File: src/rtl/score_display_ctrl.sv
// Converts a 0..9999 score to BCD with a 14-step shift-add-3 engine and scans four digits into display7.
// Conversion takes 15 busy cycles after load; load is dropped (not queued) while busy.
module score_display_ctrl #(
   parameter int REFRESH_DIV = 100000,
   parameter int CNT_W       = 17
) (
   input  logic        clk,
   input  logic        rst_n,
   input  logic [13:0] value,
   input  logic        load,
   output logic        busy,
   output logic        done,
   output logic [3:0]  seg_number,
   output logic [1:0]  an_number
);

   typedef enum logic [1:0] {
      IDLE,
      SHIFT,
      COMMIT
   } state_t;

   localparam logic [CNT_W-1:0] SCAN_LAST = CNT_W'(REFRESH_DIV - 1);
   localparam logic [13:0]      MAX_SCORE = 14'd9999;

   state_t           state;
   logic [13:0]      operand;
   logic [15:0]      scratch;
   logic [3:0]       bit_cnt;
   logic [15:0]      shown;
   logic [CNT_W-1:0] prescale;
   logic [14:0]      adj;

   // The thousands nibble never exceeds 9, so its MSB after adjust is always
   // shifted out; only the low 15 adjusted bits are kept.
   function automatic logic [14:0] add3(input logic [15:0] s);
      logic [14:0] r;
      logic [3:0]  n;
      for (int i = 0; i < 3; i++) begin
         n = s[4*i +: 4];
         if (n >= 4'd5) begin
            n = n + 4'd3;
         end
         r[4*i +: 4] = n;
      end
      n = s[15:12];
      if (n >= 4'd5) begin
         n = n + 4'd3;
      end
      r[14:12] = n[2:0];
      return r;
   endfunction

   assign adj = add3(scratch);

   always_ff @(posedge clk or negedge rst_n) begin
      if (!rst_n) begin
         state   <= IDLE;
         operand <= '0;
         scratch <= '0;
         bit_cnt <= '0;
         shown   <= '0;
         busy    <= 1'b0;
         done    <= 1'b0;
      end else begin
         case (state)
            IDLE: begin
               if (load) begin
                  operand <= (value > MAX_SCORE) ? MAX_SCORE : value;
                  scratch <= '0;
                  bit_cnt <= 4'd13;
                  busy    <= 1'b1;
                  state   <= SHIFT;
               end
            end
            SHIFT: begin
               scratch <= {adj, operand[13]};
               operand <= {operand[12:0], 1'b0};
               if (bit_cnt == 4'd0) begin
                  done  <= 1'b1;
                  state <= COMMIT;
               end else begin
                  bit_cnt <= bit_cnt - 4'd1;
               end
            end
            COMMIT: begin
               shown <= scratch;
               done  <= 1'b0;
               busy  <= 1'b0;
               state <= IDLE;
            end
            default: begin
               busy  <= 1'b0;
               done  <= 1'b0;
               state <= IDLE;
            end
         endcase
      end
   end

   // Scan runs free of the converter so refresh never stalls.
   always_ff @(posedge clk or negedge rst_n) begin
      if (!rst_n) begin
         prescale  <= '0;
         an_number <= 2'd0;
      end else if (prescale == SCAN_LAST) begin
         prescale  <= '0;
         an_number <= an_number + 2'd1;
      end else begin
         prescale  <= prescale + 1'b1;
      end
   end

   always_comb begin
      seg_number = shown[15:12];
      case (an_number)
         2'd0:    seg_number = shown[15:12];
         2'd1:    seg_number = shown[11:8];
         2'd2:    seg_number = shown[7:4];
         default: seg_number = shown[3:0];
      endcase
   end

endmodule

File: config.mk
export PLATFORM = sky130hd
export DESIGN_NAME = score_display_ctrl
export DESIGN_NICKNAME = d
export VERILOG_FILES = /design/src/rtl/score_display_ctrl.sv
export SDC_FILE = /design/constraint.sdc
export NUM_CORES = 1
export LEC_CHECK = 0
export CAP_MARGIN = 40
export CORE_ASPECT_RATIO = 0.9
export CORE_MARGIN = 2
export CORE_UTILIZATION = 58
export CTS_CLUSTER_DIAMETER = 100
export DETAILED_ROUTE_END_ITERATION = 6
export GPL_TIMING_DRIVEN = 1
export PLACE_DENSITY_LB_ADDON = 0.1
export SETUP_SLACK_MARGIN = 0.05
export SLEW_MARGIN = 20
export SYNTH_ARGS = -nofsm -noshare
export SYNTH_HDL_FRONTEND = slang
export SYNTH_SLANG_ARGS = --single-unit
File: constraint.sdc
create_clock -name clk -period 2.2 [get_ports clk]
set_input_delay 0.33 -clock clk [delete_from_list [all_inputs] [get_ports clk]]
set_output_delay 0.33 -clock clk [all_outputs]
set_load 0.01 [all_outputs]
# Word-level counts from Yosys, hierarchy flattened

Cells that the tools add are included.

Bits in registers: 73
Input bits: 17
Word-level logic and storage cells: 61

Bitwise gates (word level): 2
Equality and inequality tests: 8
Magnitude comparators: 5
Add/sub/neg operators: 7
Reduce and logical (&&, ||, !) cells: 9
Muxes and demuxes: 21

Operators by type and width:

| cell                  | count |
|---|---|
| $pmux 16 s2           | 1 |
| $mux 14               | 2 |
| $pmux 14 s2           | 1 |
| $mux 4                | 5 |
| $add 17x1->17 const B | 1 |
| $eq 17x17->1 const B  | 1 |
| $mux 17               | 1 |
| $ge 4x3->1 const B    | 4 |
| $mux 16               | 1 |
| $gt 14x14->1 const B  | 1 |
| $add 4x2->4 const B   | 3 |
| $pmux 4 s3            | 1 |
| $pmux 4 s2            | 1 |
| $reduce_and 2->1      | 4 |
| $ne 2x2->1 const B    | 3 |
| $eq 2x1->1 const B    | 2 |
| $eq 2x2->1 const B    | 2 |
| $logic_not 2->1       | 2 |
| $logic_not 4->1       | 1 |
| $mux 2                | 2 |
| $pmux 1 s2            | 2 |
| $pmux 2 s2            | 1 |
| $sub 4x1->4 const B   | 1 |
| $add 3x2->3 const B   | 1 |
| 6 further kinds       | 8 |

# Depth between registers and ports, before layout

Gate-level depths: netlist of the first run.

Depth after elaboration: 4
Gate-level depth with buffers: 6
Depth with buffers taken out: 6

# Worst setup path before layout of the first run

No wires, ideal clock.

Kind: reg2reg
From: register bit_cnt[0]
To: register bit_cnt[0]
Data arrival time: 1.427 ns
Data required time: 2.075 ns
Slack: 0.648 ns
Stages on the path, launching flop included: 7
Period minus slack after synthesis: 1.552 ns
Buffers on the path: 0
Cells stage by stage: dfrtp_1 inv_1 ha_1 or3b_1 nand2_1 nand2_1 mux2_2

Longest elaborated chain between the ends: 3
Elaborated cells between the ends (all ways): 6

RTL lines:

| element                                               | line   | source |
|---|---|---|
| start: declaration                                    | 29     | `logic [3:0] bit_cnt;` |
| start signal: assignment                              | 83     | `bit_cnt <= bit_cnt - 4'd1;` |
| $sub 4x1->4 / $logic_not 4->1 (equally long branches) | 83, 79 |  |
| $mux 4 / $ne 2x2->1 (equally long branches)           | -      |  |
| $pmux 4 s2 / $reduce_and 3->1 (equally long branches) | -      |  |

Parallel ways exist; a longest one is shown, timed or not. The select of a mux whose other input is x is not followed.
A chain may end at the register's enable or synchronous reset.

# Final worst setup path of the first run

From: register an_number[1]
To: output seg_number[0]

Longest elaborated chain between the ends: 2
Elaborated cells between the ends (all ways): 4

RTL lines:

| element                                  | line | source |
|---|---|---|
| start: declaration                       | 14   | `output logic [1:0] an_number` |
| start signal: assignment                 | 108  | `an_number <= an_number + 2'd1;` |
| $eq 2x2->1, or another cell as far along | 116  | `case (an_number)` |
| $pmux 4 s3 *                             | 116  |  |
| end: declaration                         | 13   | `output logic [3:0] seg_number,` |

Every way passes the cells marked *; elsewhere a longest branch is shown, timed or not.

==> impl_metrics.ini, run 1 <==
[drt]
dr.pass1.iters = 7
first_iter_violations = 119
wl_met3_um = 214
routedWlPerCell_um = 15.3
num_vias = 2436
ant_nets = 0
routed.top_layer = met4
wl_met1_mm = 3.21
drc = 0
finalWirelength_mm = 6.64
wl_met2_mm = 3.16
vias_per_cell = 5.63

[power_and_ir_drop]
peakVddDrop_v = 0.000831
power_leakage_nw = 1.86
power_density_nw_per_um2 = 1180
power.total_mw = 4.87

[timing]
fin_skew_ps = 8.64
fmax_mhz = 493
setup_slack_ps = 171
fin_crit_sh_pct = 92.2
fin_hold_ws_ps = 483
setup_violations = 0
drv_slew = 0
rsz0062_at_grt = no
fin_crit_ps = 2030
tns_ps = 0
worstMarginPinSlew_ps = 683
hold_viol = 0
relSlewSlack_pct = 54.5

[logic_synthesis]
synth_fa_ha_area_share_pct = 4.93
yosysTopAreaCell = dfrtp_1
seq_area_frac_synth_pct = 51.4
synth_top_family_by_area = simple AND/OR/NAND/NOR gates
synth.ff_latch_count = 73
yosys_warnings = 0
synth_edf_count = 0
synth_top_area_share_pct = 51.4
syn_area_um2 = 3550
synth-simple-area-share_pct = 14.3
synth_mux_area_share_pct = 6.06
syn_nets = 355
syn_inst = 324
synth_compound_area_share_pct = 13.3
synth_xor_area_share_pct = 5.43
synth_top_flop_cell = dfrtp_1
ys_top_cells_by_area = dfrtp_1 51%, ha_1 4.9%, mux2_2 3.8%, xnor2_1 3.7%, inv_1 2.6%
ys_async_sr_fraction_pct = 100
syn_area_per_cell_um2 = 11.0
synth_cell_type_count = 46

[placed_design]
place.port_buffers = 24
placed_cell_area_um2 = 3890
hpwlAfterDp_mm = 4.67
gp_congestion = 0.813
place_ws_ps = 168

[layout]
drive_gt1_share_pct = 14.1
final_area_um2 = 4110
final.fill_count = 474
fin_nets = 387
n_antenna_cell = 0
syn_to_final_growth_pct = 15.9

[run_status]
status = complete, no violations

[floorplan]
core-area_um2 = 6010
die_h_um = 78.2
initial_core_util_pct = 59.1
die_w_um = 86.5
pin_count = 25
num_rows = 27
design.die.area_um2 = 6760

[cts]
cts_tree = done
cts-root-buf = clkbuf_8
cts-buffers-inserted = 9
clk_path_buf_depth = 2
cts.sink_count = 73
clk_pin_slew_ps = 80
h-tree-depth = 3
clkLatencyLatePin_ps = 340

[setup_path]
slowest_delay_ps = 430
critPathRequiredTime_ps = 1870
startpoint_type = register
critPathMaxFanout = 5
slowest_stage = dfrtp_1
critPathCaptureType = output pin
cp.arrival_ps = 1700
critPathKind = reg -> out
path_cells = ha_2, a222oi_1, mux2i_1, dlygate4sd2_1

[global_route]
grt_pass1_vias = 2517
grt-ovfl-total = 0
grt_max_degree = 29
antenna_found_initial = 0
grt_pass1_wl_mm = 11.8
grtUsageTotal_pct = 22.4

[min_path]
min-delay-path-class = in -> async

[job]
drv_cap = 0
[timing repair]
item                                    4_1_cts  5_1_grt
pin swaps                                     1        4
gates cloned                                  0        0
resized for setup                             4        8
endpoints found under the setup margin        4        4
hold buffers                                  1        0
setup buffers                                 1        0
hold endpoints to repair                     18        0
[critical path, delay by kind of cell (launching register included)]
| family | cells | cell delay (ps) |
|---|---|---|
| multiplexers | 1 | 100 |
| adder cells (fa/ha/maj) | 1 | 220 |
| AO/OA/AOI/OAI | 1 | 320 |
| buffers and inverters | 1 | 290 |
| flip-flops | 1 | 430 |
[synthesized netlist by cell type, types with 5 or more instances]
cell type and instances:
nor2_1 20, xnor2_1 15, buf_2 5, nand4_1 5, mux2i_1 8, a21oi_1 7
nand3_1 8, nor3b_1 7, o22ai_1 7, nand2b_1 6, nor3_1 5, mux2_2 12
inv_1 25, nand2_1 23, xor2_1 7, and3_1 5, ha_1 14, dfrtp_1 73
a211oi_1 6, o21ai_0 17
[power by group]
group          total (mW)  switching, mW  internal (mW)
Clock                1.07          0.457          0.617
Combinational        1.69          0.841          0.847
Sequential           2.11          0.321           1.79
[layout by cell type (no fill, tap or decap), types with 2 or more instances in the layout]
cell type / instances
a221o_2: 4
nor4_1: 2
a32o_1: 4
dfrtp_1: 73
nor2_2: 2
a211oi_1: 6
clkbuf_8: 12
and3_1: 5
mux2i_1: 8
a22o_1: 4
clkbuf_1: 2
ha_1: 11
nand2b_1: 6
a21o_1: 2
nand4_1: 5
xnor2_1: 15
nor2_1: 20
o32ai_1: 2
clkdlybuf4s50_1: 19
o31ai_1: 4
a222oi_1: 4
nand3_1: 8
ha_2: 3
nand2_1: 23
buf_12: 2
buf_4: 6
xor2_1: 7
nor3b_1: 7
o21ai_0: 17
clkdlybuf4s15_1: 2
mux2_2: 12
nor3_1: 5
a21oi_1: 7
o22ai_1: 7
inv_1: 24
[kinds of logic after synthesis]
| group | after synthesis |
|---|---|
| flops | 73 |
| mux | 20 |
| simple gates | 93 |
| buf+inv | 37 |
| compound gates | 65 |
| xor+xnor | 22 |
| fa+ha+maj | 14 |
[flip-flops by register name, indices dropped and copies added, names as in the netlist]
register	flops
prescale	17
an_number	2
shown	16
state	2
bit_cnt	4
scratch	16
done	1
operand	14
busy	1
[routing by layer]
| layer | track usage [%] | vias up |
|---|---|---|
| met3 | 5.68 | 4 |
| li1 | - | 1216 |
| met5 | 0 | - |
| met2 | 34.9 | 42 |
| met1 | 30.5 | 1174 |
| met4 | 7.81 | 0 |
[final timing paths]
path,startpoint,to,slack [ps],cells past startpoint
worst max-delay path,an_number[1],seg_number[0],170,4
worst min-delay path,rst_n,prescale[5],480,2
worst max register to register,scratch[1],scratch[2],440,6
worst min register to register,shown[5],shown[5],480,2
max in group asynchronous,rst_n,operand[3],1090,3
min in group clk,shown[5],shown[5],480,2
[cell type report]
cell class              count  area (um2)  share of cell area (%)
well taps                  72        90.1                    2.19
inverters                  25        93.8                    2.28
multi-input cells         214        1570                    38.2
clock buffers              14         173                    4.20
repair buffers             33         324                    7.88
clock inverters             2        35.0                   0.852
flip-flops and latches     73        1830                    44.4
[stage by stage]
stage | std cells | util (%)
after CTS | 433 | 68.3
after global placement | 415 | 64.6
after detailed placement | 415 | 64.6
final | 433 | 68.4
after global routing | 433 | 68.4
after floorplan | 324 | -
(Power assumes the default switching activity.)
==> run 2, diff against run 1 <==
Settings changed: ABC_CLOCK_PERIOD_IN_PS from default to 2200.
==> results of run 2 <==
The final DEF is identical to that of run 1; final timing and power are the same.
==> run 3, diff against run 2 <==
Settings changed: CORE_UTILIZATION 58 to 55.
==> impl_metrics.ini, run 3 (synthesis gave the netlist of run 1 again) <==
[setup_path]
timing.rr.start = scratch[0]
cp_common_cell = buf_4
startpoint_type = register
critPathMaxFanout = 4
r2r_slack_ps = 470
reg2reg_to = scratch[2]
critPathCaptureType = output pin
slowest_stage = dfrtp_1
worst-path-buf-inv = 3
critPathKind = reg -> out
critPathRequiredTime_ps = 1870
path_delay_family = buffers and inverters
path_cells = buf_4, buf_4, ha_1, mux2i_1, clkdlybuf4s15_1
slowest_delay_ps = 410
reg2reg_depth = 6
cp.arrival_ps = 1680

[cts]
clkLatencyLatePin_ps = 340
h-tree-depth = 3
clk_pin_slew_ps = 80
cts-root-buf = clkbuf_8
clk_path_buf_depth = 2
cts_tree = done
cts-buffers-inserted = 9
cts.sink_count = 73

[floorplan]
die_h_um = 80.2
initial_core_util_pct = 57.4
core-area_um2 = 6180
pin_count = 25
num_rows = 27
die_w_um = 88.7
design.die.area_um2 = 7120

[timing]
drv_slew = 0
worstMarginPinSlew_ps = 649
rsz0062_at_grt = no
setup_slack_ps = 190
tns_ps = 0
fin_skew_ps = 8.29
relSlewSlack_pct = 56.7
fmax_mhz = 498
fin_crit_ps = 2010
fin_crit_sh_pct = 91.4
setup_violations = 0
hold_viol = 0

[run_status]
status = complete, no violations

[power_and_ir_drop]
power_density_nw_per_um2 = 1180
peakVddDrop_v = 0.000601
power_leakage_nw = 1.84

[global_route]
grt_pass1_wl_mm = 11.6
grt_max_degree = 74
grt_pass1_vias = 2407
antenna_found_initial = 0
grt-ovfl-total = 0
grtUsageTotal_pct = 21.4

[drt]
wl_met3_um = 267
dr.pass1.iters = 4
first_iter_violations = 172
wl_met2_mm = 3.00
ant_nets = 0
num_vias = 2463
routedWlPerCell_um = 15.0
drc = 0
vias_per_cell = 5.51
finalWirelength_mm = 6.69
routed.top_layer = met4
wl_met1_mm = 3.34

[layout]
register_area_um2 = 1830
top_register = prescale
top_regs = prescale: 17 flops, scratch: 16 flops, shown: 16 flops
syn_to_final_growth_pct = 15.4
fin_nets = 386
layout_common_cells = 73 x dfrtp_1, 25 x inv_1, 23 x nand2_1
n_antenna_cell = 0
largest_reg_flops = 17
final_common_cell = dfrtp_1
drive_gt1_share_pct = 14.4
multi_input_area_um2 = 1570
final.fill_count = 530

[min_path]
min-delay-path-class = in -> async

[placed_design]
gp_congestion = 0.776
hpwlAfterDp_mm = 4.53
place.port_buffers = 24
place_ws_ps = 208

[job]
drv_cap = 0
## run 3: cell count changes in the layout (fill, tap and decap cells not counted)
cell             delta
buf_12              -1
clkbuf_8            -1
clkinv_4            +1
dlygate4sd3_1       -1
clkbuf_1            -1
clkbuf_2            +2
clkinvlp_4          +1
inv_1               +1
ha_1                +1
buf_4               +1
dlygate4sd2_1       -1
inv_2               -1
clkdlybuf4s15_1     -1
ha_2                -1
## run 3: stage by stage
stage	total power, mW	util (%)	hold WS [ps]	std cells	area [um2]
after floorplan	3.33	-	34.4	324	3550
after global placement	3.76	62.7	390	428	3880
after detailed placement	3.83	62.7	389	428	3880
after CTS	4.90	66.2	13.9	446	4100
after global routing	5.23	66.3	14.3	447	4100
final	4.85	66.3	12.9	447	4100
## run 3: what timing repair did
item,CTS,global route
hold buffers,0,0
pin swaps,0,4
gates resized for setup,4,9
setup endpoints to repair,4,4
setup buffers,2,1
## run 3: how the worst max path moves through the flow
stage / cells past startpoint / startpoint / slack, ps / to
after floorplan: 6 / bit_cnt[0] / 650 / bit_cnt[0]
after global placement: 5 / value[6] / 230 / operand[7]
after detailed placement: 5 / an_number[0] / 210 / seg_number[1]
after CTS: 5 / an_number[0] / 90 / seg_number[1]
after global routing: 5 / an_number[0] / 50 / seg_number[3]
final: 5 / an_number[1] / 190 / seg_number[3]
## run 3: final cells by class
cell class	instances	area share (%)
clock buffer	12	3.79
inverter	25	2.29
clock inverter	4	1.25
timing repair buffer	32	7.15
sequential	73	44.6
tap	87	2.66
multi-input combinational	214	38.3
## run 3: power by group
| group | internal (mW) | leakage (nW) | switching, mW |
|---|---|---|---|
| clock | 0.586 | 0.103 | 0.485 |
| sequential | 1.79 | 0.918 | 0.336 |
| combinational | 0.824 | 0.820 | 0.824 |
| total | 3.20 | 1.84 | 1.64 |
## run 3: routing by layer
layer	track usage [%]	up-vias
met1	31.0	1191
met5	0	-
met3	6.47	8
li1	-	1214
met2	30.9	50
met4	6.21	0
